==> src/rtl/regfile_wb_arbiter.sv <==
// Round-robin arbiter sharing the register file write port between ALU (A) and load (B) writeback.
// Optional read-during-write bypass outputs are enabled with REGFILE_WB_BYPASS_EN.
module regfile_wb_arbiter #(
   parameter int unsigned DATA_W = 64,
   parameter int unsigned ADDR_W = 5,
   parameter int unsigned CNT_W  = 16
) (
   input  logic              clk,
   input  logic              reset,
   input  logic              a_valid,
   input  logic [ADDR_W-1:0] a_rd,
   input  logic [DATA_W-1:0] a_data,
   output logic              a_ready,
   input  logic              b_valid,
   input  logic [ADDR_W-1:0] b_rd,
   input  logic [DATA_W-1:0] b_data,
   output logic              b_ready,
   output logic              RegWrite,
   output logic [ADDR_W-1:0] rf_rd,
   output logic [DATA_W-1:0] WriteData,
   output logic              last_grant,
   output logic [CNT_W-1:0]  conflict_cnt
`ifdef REGFILE_WB_BYPASS_EN
   ,
   input  logic [ADDR_W-1:0] fwd_rs1,
   input  logic [ADDR_W-1:0] fwd_rs2,
   output logic              fwd_hit1,
   output logic              fwd_hit2,
   output logic [DATA_W-1:0] fwd_data
`endif
);

   typedef enum logic {PRI_A = 1'b0, PRI_B = 1'b1} pri_t;

   pri_t ptr;

   always_comb begin
      a_ready = !reset && a_valid && (!b_valid || (ptr == PRI_A));
      b_ready = !reset && b_valid && (!a_valid || (ptr == PRI_B));
   end

   always_ff @(posedge clk or posedge reset) begin
      if (reset) begin
         RegWrite     <= 1'b0;
         rf_rd        <= '0;
         WriteData    <= '0;
         last_grant   <= 1'b0;
         conflict_cnt <= '0;
         ptr          <= PRI_A;
      end else begin
         RegWrite <= 1'b0;
         // x0 writes still complete the handshake but never raise the enable
         if (a_ready) begin
            rf_rd      <= a_rd;
            WriteData  <= a_data;
            last_grant <= 1'b0;
            RegWrite   <= (a_rd != '0);
         end else if (b_ready) begin
            rf_rd      <= b_rd;
            WriteData  <= b_data;
            last_grant <= 1'b1;
            RegWrite   <= (b_rd != '0);
         end
         if (a_valid && b_valid) begin
            ptr <= (ptr == PRI_A) ? PRI_B : PRI_A;
            if (conflict_cnt != '1)
               conflict_cnt <= conflict_cnt + 1'b1;
         end
      end
   end

`ifdef REGFILE_WB_BYPASS_EN
   always_comb begin
      fwd_hit1 = RegWrite && (rf_rd == fwd_rs1) && (fwd_rs1 != '0);
      fwd_hit2 = RegWrite && (rf_rd == fwd_rs2) && (fwd_rs2 != '0);
      fwd_data = WriteData;
   end
`endif

endmodule

==> config.mk <==
export PLATFORM = sky130hd
export DESIGN_NAME = regfile_wb_arbiter
export DESIGN_NICKNAME = d
export VERILOG_FILES = /design/src/rtl/regfile_wb_arbiter.sv
export SDC_FILE = /design/constraint.sdc
export NUM_CORES = 1
export LEC_CHECK = 0
export BUFFER_PORTS_ARGS = -buffer_cell sky130_fd_sc_hd__buf_2
export CAP_MARGIN = 40
export CORE_MARGIN = 10
export CORE_UTILIZATION = 45
export CTS_BUF_LIST = sky130_fd_sc_hd__clkbuf_2
export DETAILED_ROUTE_END_ITERATION = 8
export HOLD_SLACK_MARGIN = 0.08
export PLACE_DENSITY = 0.81
export SLEW_MARGIN = 20
export SYNTH_ARGS = -nofsm -noshare
export SYNTH_HDL_FRONTEND = slang
export SYNTH_SLANG_ARGS = --single-unit
==> constraint.sdc <==
create_clock -name clk -period 8.75 [get_ports clk]
set_clock_uncertainty 0.1 [all_clocks]
set_input_delay 0.875 -clock clk [delete_from_list [all_inputs] [get_ports clk]]
set_output_delay 0.875 -clock clk [all_outputs]
set_load 0.05 [all_outputs]
==> metrics.txt <==
Reg clk slew, reported paths=230 ps; most frequent cells in the layout=230 x buf_2, 88 x dfrtp_1, 73 x nand2_1; Avg Vias per Cell=5.02; grt met2 use=30.0%; min cycle time layout=3230 ps; Setup TNS=0 ps; most common cell after layout, fill and taps aside=buf_2; dominant synthesized flop cell=dfrtp_1; status=finished, final reports clean; post-DP HPWL=9.82 mm; count of distinct cell types in the synthesized netlist=36; hold buffers post-CTS=0; Syn Inst Count=385; synth warn=0; CTS resizes=0; Final Setup Violations=0; H-tree Lvls=3; Worst Tran Pin Value=758 ps; final hold vios=0; RSZ-0062 raised after global routing=false; met1 global-route usage=18.2%; relative slew slack=49.5%; post-synth top area share=52.3%; Avg Cell Area, Syn=10.9 µm²; Layout area overhead=29.5%; Post-synth EDFFs=0; Arr. time, crit path=2250 ps; GRT Total Usage=16.7%; Starting Density=45.8%; share of post-route cells with drive strength above 1=42.7%; buffers added on ports=230; critical path class=primary input to primary output; ys async rst share=100%; grt ovf=0; Final Cell Area=5450 µm²; critical path endpoint category=primary output; clock buffer depth=2; Num CTS Buffers=9; pre-CTS WS=5540 ps; Post CTS Setup Buffer Count=0; core area=9200 µm²; initial antenna violation count=0; first-pass GRT wire length=18.2 mm; period utilisation layout=36.9%; ANT nets after route=0; power per standard cell area=215 nW/µm²; Layout Nets=751; Detailed Route WL=12.1 mm; Critical Path Source Type=primary input; DR DRC count=0; Mapped Nets=528; cell leakage power=2.82 nW; routability cong.=0.749; vias=3634; Initial DRC Count=166; Fillers=819; vias in the first global route=3729; register bit count reported by yosys=88; Hold Crit Class=primary input to asynchronous set/reset pin; Most Crowded Layer GR=met2; DR pass1 iterations=4; Pins Over Slew Limit=0; Die Footprint=13600 µm²; max cap viols=0; Placed Area=5370 µm²; worst hold slack=133 ps; num rows=35; power after layout=1.17 mW; clk_lat worst skew=510 ps; CTS Sinks=88; critical path required time=7780 ps; Post-Syn Area=4210 µm²; num ports=231; routed length per instance=16.7 µm; Root Buffer=clkbuf_2; worst setup margin=5520 ps; GRT met3 Usage=5.44%; largest net degree at the start of global routing=84; DIE WIDTH=117 µm; fmax=0.310 GHz; worst-path fanout max=36; Vert. Die Dim=117 µm; Max VDD drop=0.0000927 V; Ant. Diodes=0; Synth area leader=dfrtp_1; sequential share of the synthesized area=52.3%; most area-consuming cells after synthesis=dfrtp_1 52%, mux2i_1 16%, o21ai_1 8.3%, nand2_1 6.5%, buf_12 2.9%; TritonCTS clock tree=built
==> critical path: stages <==
cell and delay (ps):
buf_2 190, inv_2 80, a211oi_4 200, buf_4 490, buf_2 370
==> cells in the mapped netlist, types with 3 or more instances <==
| library cell | n |
|---|---|
| and4_1 | 4 |
| buf_12 | 6 |
| clkbuf_1 | 13 |
| dfrtp_1 | 88 |
| mux2i_1 | 69 |
| nand2_1 | 73 |
| nand3_1 | 6 |
| nand4_1 | 6 |
| nor3_1 | 3 |
| o21ai_1 | 70 |
| xnor2_1 | 6 |
| xor2_1 | 9 |
==> kinds of logic after synthesis <==
group                      share of synthesized area, %
buffers and inverters                              5.47
DFF                                                52.3
adders and majority gates                         0.297
xor gates and xnor gates                           3.12
AOI/OAI and AO/OA                                  9.57
and+or+nand+nor                                    12.6
muxes                                              16.7
==> power by group <==
| part | internal [mW] | leakage [nW] | switching (mW) | total (mW) |
|---|---|---|---|---|
| combinational | 0.129 | 1.67 | 0.352 | 0.481 |
| sequential | 0.471 | 1.09 | 0.0532 | 0.524 |
| clock | 0.0392 | 0.0594 | 0.130 | 0.170 |
==> flip-flops by register name (all words and copies together), names as in the netlist <==
| name | cells |
|---|---|
| rf_rd | 5 |
| last_grant | 1 |
| ptr | 1 |
| conflict_cnt | 16 |
| RegWrite | 1 |
| WriteData | 64 |
==> through the flow <==
stage                     instances  utilization, %
final                           724            59.3
after global routing            724            59.3
after CTS                       724            59.3
after detailed placement        708            58.4
after global placement          706            58.0
after floorplan                 385               -
==> cell type report <==
class	count	area [µm²]	area share, %
flip-flops and latches	88	2200	40.4
multi-input cells	270	1800	33.0
repair buffers	236	1220	22.4
well taps	111	139	2.55
clock buffers	12	60.1	1.10
clock inverters	4	21.3	0.390
inverters	3	12.5	0.229
==> worst paths after layout <==
kind / from / end / slack (ps) / depth (start not counted)
max: a_valid / a_ready / 5520 / 5
min: reset / conflict_cnt[4]$_DFFE_PP0P_ / 130 / 2
max reg2reg: ptr$_DFFE_PP0P_ / WriteData[34]$_DFFE_PP0P_ / 6300 / 5
min reg2reg: WriteData[17]$_DFFE_PP0P_ / WriteData[17]$_DFFE_PP0P_ / 410 / 2
max in group asynchronous: reset / WriteData[54]$_DFFE_PP0P_ / 7420 / 4
min in group clk: WriteData[17]$_DFFE_PP0P_ / WriteData[17]$_DFFE_PP0P_ / 410 / 2
==> layer usage <==
metal | wire, µm | vias to the layer above
met2 | 6140 | 150
met1 | 4660 | 1684
met4 | 133 | 0
met3 | 1140 | 12
li1 | - | 1788
met5 | 0 | -
Note: power is estimated with default switching activity, not from simulation.
